<file path="config.mk">
export PLATFORM = sky130hd
export DESIGN_NAME = stopwatch_bcd
export DESIGN_NICKNAME = d
export VERILOG_FILES = /design/src/rtl/stopwatch_bcd.sv
export SDC_FILE = /design/constraint.sdc
export NUM_CORES = 1
export LEC_CHECK = 0
export CAP_MARGIN = 40
export CORE_MARGIN = 2
export CORE_UTILIZATION = 49
export CTS_BUF_LIST = sky130_fd_sc_hd__clkbuf_16
export CTS_CLUSTER_DIAMETER = 150
export DETAILED_ROUTE_END_ITERATION = 16
export PLACE_DENSITY_LB_ADDON = 0.05
export SYNTH_ARGS = -nofsm -noshare
export SYNTH_HDL_FRONTEND = slang
export SYNTH_SLANG_ARGS = --single-unit
</file>
<file path="constraint.sdc">
create_clock -name clk_in -period 2.37 [get_ports clk_in]
set_input_delay 0.474 -clock clk_in [delete_from_list [all_inputs] [get_ports clk_in]]
set_output_delay 0.474 -clock clk_in [all_outputs]
set_load 0.005 [all_outputs]
</file>
<file path="src/rtl/stopwatch_bcd.sv">
// -----------------------------------------------------------------------------
// stopwatch_bcd
//
// MM:SS stopwatch counting in BCD, from 00:00 up to 59:59, then wrapping to
// 00:00. It counts one second for each rising edge of the slow tick_in square
// wave. tick_in comes from a divided clock domain, so it is first passed through
// a SYNC_STAGES-deep synchronizer and then through a rising-edge detector.
//
// Parameters
//   SYNC_STAGES  number of synchronizer flops on tick_in (legal range 2..4)
//
// Ports
//   clk_in      in   system clock; all state changes on its rising edge
//   reset       in   asynchronous active-low reset
//   tick_in     in   slow time base; one rising edge counts one second
//   start_stop  in   single-cycle pulse that toggles STOPPED/RUNNING
//   clear       in   zeroes the count and stops; overrides everything but reset
//   sec_u       out  seconds units digit, 0..9
//   sec_t       out  seconds tens digit, 0..5
//   min_u       out  minutes units digit, 0..9
//   min_t       out  minutes tens digit, 0..5
//   running     out  high while the FSM is in RUNNING
//   wrap        out  one-cycle pulse after the roll-over from 59:59 to 00:00
//
// Every output comes straight from a flop. No input reaches an output
// through combinational logic alone.
// -----------------------------------------------------------------------------
module stopwatch_bcd #(
  parameter int SYNC_STAGES = 2
) (
  input  logic       clk_in,
  input  logic       reset,
  input  logic       tick_in,
  input  logic       start_stop,
  input  logic       clear,
  output logic [3:0] sec_u,
  output logic [2:0] sec_t,
  output logic [3:0] min_u,
  output logic [2:0] min_t,
  output logic       running,
  output logic       wrap
);

  typedef enum logic {
    STOPPED = 1'b0,
    RUNNING = 1'b1
  } state_e;

  // ---------------------------------------------------------------------------
  // tick_in synchronizer and rising-edge detector
  // ---------------------------------------------------------------------------
  logic [SYNC_STAGES-1:0] sync_q;
  logic                   hist_q;
  logic                   tick;

  // The edge history updates every cycle, whatever the FSM state is. An edge
  // seen while stopped is therefore used up and cannot be counted after a
  // restart.
  always_ff @(posedge clk_in or negedge reset) begin
    if (!reset) begin
      // NOTE: the synchronizer and history flops are reset as well, so an edge
      // captured before reset cannot leak into the count afterwards.
      sync_q <= '0;
      hist_q <= 1'b0;
    end else begin
      // NOTE: non-blocking assignments make every stage sample its
      // predecessor's pre-edge value; blocking ones would collapse the chain.
      sync_q <= {sync_q[SYNC_STAGES-2:0], tick_in};
      hist_q <= sync_q[SYNC_STAGES-1];
    end
  end

  assign tick = sync_q[SYNC_STAGES-1] & ~hist_q;

  // ---------------------------------------------------------------------------
  // Run/stop FSM
  // ---------------------------------------------------------------------------
  state_e state_q;

  always_ff @(posedge clk_in or negedge reset) begin
    if (!reset) begin
      state_q <= STOPPED;
    end else if (clear) begin
      state_q <= STOPPED;
    end else if (start_stop) begin
      state_q <= (state_q == RUNNING) ? STOPPED : RUNNING;
    end
  end

  assign running = (state_q == RUNNING);

  // ---------------------------------------------------------------------------
  // BCD digit chain
  // ---------------------------------------------------------------------------
  logic [3:0] sec_u_q, sec_u_d;
  logic [2:0] sec_t_q, sec_t_d;
  logic [3:0] min_u_q, min_u_d;
  logic [2:0] min_t_q, min_t_d;
  logic       wrap_q,  wrap_d;

  // The tick is judged against state_q, which is the state at the start of
  // the cycle. If start_stop arrives on the same edge as a tick, the tick
  // follows the pre-toggle state.
  // Each digit is tested with ">= limit" and not "== limit". If a digit ever
  // held an illegal value, the next tick would still return it to 0 and no
  // digit could climb further out of range.
  always_comb begin
    // NOTE: every _d signal gets a default before any branch. Each path then
    // assigns it, so no latch is inferred.
    sec_u_d = sec_u_q;
    sec_t_d = sec_t_q;
    min_u_d = min_u_q;
    min_t_d = min_t_q;
    wrap_d  = 1'b0;

    if (clear) begin
      sec_u_d = '0;
      sec_t_d = '0;
      min_u_d = '0;
      min_t_d = '0;
    end else if (tick && (state_q == RUNNING)) begin
      if (sec_u_q < 4'd9) begin
        sec_u_d = sec_u_q + 4'd1;
      end else begin
        sec_u_d = '0;
        if (sec_t_q < 3'd5) begin
          sec_t_d = sec_t_q + 3'd1;
        end else begin
          sec_t_d = '0;
          if (min_u_q < 4'd9) begin
            min_u_d = min_u_q + 4'd1;
          end else begin
            min_u_d = '0;
            if (min_t_q < 3'd5) begin
              min_t_d = min_t_q + 3'd1;
            end else begin
              min_t_d = '0;
              wrap_d  = 1'b1;
            end
          end
        end
      end
    end
  end

  always_ff @(posedge clk_in or negedge reset) begin
    if (!reset) begin
      sec_u_q <= '0;
      sec_t_q <= '0;
      min_u_q <= '0;
      min_t_q <= '0;
      wrap_q  <= 1'b0;
    end else begin
      sec_u_q <= sec_u_d;
      sec_t_q <= sec_t_d;
      min_u_q <= min_u_d;
      min_t_q <= min_t_d;
      wrap_q  <= wrap_d;
    end
  end

  assign sec_u = sec_u_q;
  assign sec_t = sec_t_q;
  assign min_u = min_u_q;
  assign min_t = min_t_q;
  assign wrap  = wrap_q;

endmodule

</file>
# After elaboration in Yosys (flattened, before gate mapping)
# Index checks and enable logic that the tools add are counted.
# totals
elab_cells,54
regBits,19
inputBits,5
latchBits,0
mem_bits_ro,0
ramBits,0
out_inout_bits,16
memories,0
# classes
shift,0
mux,27
order_cmp,4
add_sub_neg,4
n_eq_ne,3
n_bitwise,2
n_mul,0
n_reduce_logical,6
div_mod_pow,0
# ops
op,count
2-to-1 mux 4 bit,8
2-to-1 mux 3 bit,10
2-to-1 mux 1 bit,9
adder 4 x 1 -> 4 bit (second input constant),2
< comparator 4 bit (second input constant),2
adder 3 x 1 -> 3 bit (second input constant),2
< comparator 3 bit (second input constant),2
!= test 2 bit (second input constant),3
AND reduction 4 bit,1
nonzero test 2 bit,2
AND reduction 3 bit,1
AND reduction 2 bit,1
bitwise AND 1 bit,1
logical AND 1 bit,1
inverter 1 bit,1

# Longest topological paths before layout
# depth
ltp_word,7
mapped_depth,7
depth_no_buf,6

# Worst setup path after synthesis
# No wires, ideal clock.
# synth_timing
path_kind,register to register
startpoint,reg sec_u_q[0] (netlist: sec_u[0])
endpoint,reg min_u_q[3] (netlist: min_u[3])
synth_period_minus_slack_ns,2.048
setup_slack_ns,0.322
required_time_ns,2.275
n_path_buf,1
setup_ns,0.095
stages_incl_launch_ff,8
t_arrival_ns,1.953
path_cell_list,dfrtp_1 inv_1 ha_1 nor2b_1 or4_1 buf_2 or4_1 o31ai_1
# synth_via
elab_chain_cells,3
# synth_lines
element,line,rtl
start: declaration,95,"logic [3:0] sec_u_q, sec_u_d;"
start signal: assignment,154,sec_u_q <= sec_u_d;
< comparator 4 bit,122,if (sec_u_q < 4'd9) begin
!= test 2 bit (no line),-,
AND reduction 3 bit (no line),-,
end signal: assignment,156,min_u_q <= min_u_d;
end: declaration,97,"logic [3:0] min_u_q, min_u_d;"
# No other way between the ends.
# A chain may end at the register's enable or synchronous reset.

# Final worst setup path
# Same ends and word-level chain as after synthesis.

==> metrics.md <==
| Metric | Value |
|---|---|
| Status | `finished, final reports clean` |
| Register area | `475 um^2` |
| M1 wire length | `980 um` |
| Multi-input gate area | `460 um^2` |
| Worst hold path type | `reg2reg` |
| DR iter-0 viols | `15` |
| Unrepaired setup endpoints after global routing | `false` |
| Crit start category | `flip-flop` |
| Worst skew pair latency | `250 ps` |
| Worst-path cell chain | `inv_1 > ha_1 > nor2b_1 > or4_1 > or4_1 > o31ai_1` |
| Via density | `5.40` |
| Seq/Total Area, Yosys | `48.8%` |
| CP max stage delay | `530 ps` |
| WP data required | `2530 ps` |
| Share of layout cells above drive strength 1 | `8.66%` |
| Skew final | `1.27 ps` |
| FFs w/ async S/R, synth | `100%` |
| Routed wire length | `2080 um` |
| HPWL after DPL | `1470 um` |
| Syn_area_per_cell | `9.56 um^2` |
| IO buf count | `20` |
| Leakage power | `0.552 nW` |
| EDFF count, synth | `0` |
| Total power | `0.721 mW` |
| Post-layout min period | `2010 ps` |
| Total grt overflow | `0` |
| DR top layer | `met4` |
| Met3 WL | `89 um` |
| DRC | `0` |
| Initial antenna violation count | `0` |
| Top post-synthesis cells by area | `dfrtp_1 (49%), ha_1 (7.7%), a21oi_1 (7.2%), o21ai_0 (4.6%), nor2_1 (3.5%)` |
| Hold Buf Count CTS | `0` |
| Cell area after synthesis | `975 um^2` |
| Number of global-route vias before repair | `861` |
| CP Class | `reg2reg` |
| Max cap viols | `0` |
| Slew @ Worst Pin | `305 ps` |
| Number of setup violations in the final report | `0` |
| Maximum number of pins on one net before global-route repair | `20` |
| Synth top area share | `48.8%` |
| Count leader, synth | `dfrtp_1` |
| Resize count post-CTS | `0` |
| First-pass GRT wire length | `3800 um` |
| Met2 WL | `975 um` |
| Setup TNS Final | `0 ps` |
| Top FF cell, synth | `dfrtp_1` |
| P&R area growth vs syn | `34.0%` |
| Setup WS post-layout | `355 ps` |
| DP Worst Slack | `366 ps` |
| Commonest cells post-synth | `dfrtp_1 (19), a21oi_1 (14), nor2_1 (9), o21ai_0 (9), inv_1 (7)` |
| Die width | `48.6 um` |
| WP buf/inv | `1` |
| Post-CTS Setup Repair Bufs | `0` |
| Slowest cell on the critical path | `or4_1` |
| Worst EP arrival | `2180 ps` |
| Io pins | `21` |
| CP Capture Type | `flip-flop` |
| Num CTS Buffers | `3` |
| Core Rows | `16` |
| CTS Sinks | `19` |
| H-tree levels | `1` |
| Total GRT Usage | `20.4%` |
| Core Box Area | `1920 um^2` |
| Seq cells post-synth | `19` |
| Root buffer cell | `clkbuf_16` |
| Reg clk slew, reported paths | `50 ps` |
| Most common cell on crit path | `or4_1` |
| Vias | `831` |
| Worst vdd ir | `0.375 mV` |
| DRT Pass-1 Iters | `4` |
| Top cell type by total area after synthesis | `dfrtp_1` |
| P per Cell Area | `552 nW/um^2` |
| Gate Count Post-Synth | `102` |
| Pins Over Slew Limit | `0` |
| Count of final hold-check violations | `0` |
| Die height | `48.6 um` |
| CP max FO | `4` |
| ANT cells | `0` |
| Layout net count | `139` |
| Gpl congestion | `0.818` |
| Critical path's top delay family | `simple AND/OR/NAND/NOR gates` |
| Wirelength per Cell | `13.5 um` |
| Tcrit/Tclk final | `85.0%` |
| Slew Limit Headroom | `79.6%` |
| Ys Warns | `0` |
| Initial Util | `50.7%` |
| Max Fclk | `0.496 GHz` |
| Post-synth net total | `113` |
| Die area | `2360 um^2` |
| Deepest clock path buffer count | `2` |
| CTS tree | `yes` |
| Fillers | `172` |
| Antenna Nets Post-Route | `0` |
| Yosys cell types | `29` |
## cells in the final DEF (no fill, tap or decap), types with 2 or more instances in the layout
cell type,count
o21ai_0,9
a21oi_1,14
nand2_1,3
nand2b_1,2
or3b_2,2
or4_1,2
ha_1,6
buf_4,4
clkdlybuf4s50_1,20
nor2_1,9
dfrtp_1,19
nand3_1,6
inv_1,7
clkbuf_16,3
nor4_1,2
nand4_1,2
nor2b_1,2
nor3_1,2
## stage by stage
step | hold WS (ps) | utilization, % | area (um^2) | instances
6_report | 345 | 68.0 | 1310 | 154
3_3_place_gp | 339 | 63.8 | 1230 | 150
3_5_place_dp | 335 | 63.8 | 1230 | 150
5_1_grt | 372 | 68.0 | 1310 | 154
2_1_floorplan | 178 | - | 975 | 102
4_1_cts | 347 | 68.0 | 1310 | 154
## registers in the layout, summed over array words and instances, names as in the netlist
name / flops
wrap: 1
hist_q: 1
min_t: 3
sec_u: 4
sec_t: 3
sync_q: 2
running: 1
min_u: 4
## logic make-up (layout without fill, tap and decap cells)
| logic type | after synthesis | after routing | share of synthesized area [%] |
|---|---|---|---|
| and+or+nand+nor | 37 | 37 | 22.1 |
| AOI/OAI and AO/OA | 28 | 28 | 15.5 |
| DFF | 19 | 19 | 48.8 |
| buffers and inverters | 10 | 35 | 3.98 |
| adders and majority gates | 6 | 6 | 7.70 |
| xor gates and xnor gates | 1 | 1 | 0.899 |
| muxes | 1 | 1 | 1.03 |
## worst paths after layout
kind	start	depth (start not counted)	to	slack, ps
max in group asynchronous	reset	2	min_t[2]$_DFFE_PN0P_	1610
max	sec_u[0]$_DFFE_PN0P_	6	min_u[3]$_DFFE_PN0P_	360
min in group asynchronous	reset	2	min_u[3]$_DFFE_PN0P_	560
max reg2reg	sec_u[0]$_DFFE_PN0P_	6	min_u[3]$_DFFE_PN0P_	360
min reg2reg	sync_q[0]$_DFF_PN0_	0	sync_q[1]$_DFF_PN0_	350
min	sync_q[0]$_DFF_PN0_	0	sync_q[1]$_DFF_PN0_	350
## power breakdown
group          internal [mW]  switching, mW  leakage (nW)  total, mW
registers              0.330        0.00534         0.257      0.335
clock network          0.226          0.122        0.0409      0.348
logic                 0.0191         0.0194         0.254     0.0384
total                  0.575          0.146         0.552      0.721
## routing by layer
layer | GRT usage [%] | up-vias
li1 | - | 413
met1 | 26.7 | 395
met2 | 33.6 | 18
met3 | 4.01 | 5
met4 | 7.62 | 0
met5 | 0 | -
## area by class of cell
| type | count | share of cell area [%] |
|---|---|---|
| clock buffers | 3 | 5.75 |
| clock inverters | 1 | 0.383 |
| inverters | 7 | 2.01 |
| multi-input cells | 73 | 35.2 |
| flip-flops and latches | 19 | 36.4 |
| well taps | 27 | 2.59 |
| repair buffers | 24 | 17.6 |
No activity file was read; power rests on OpenSTA's default activity.
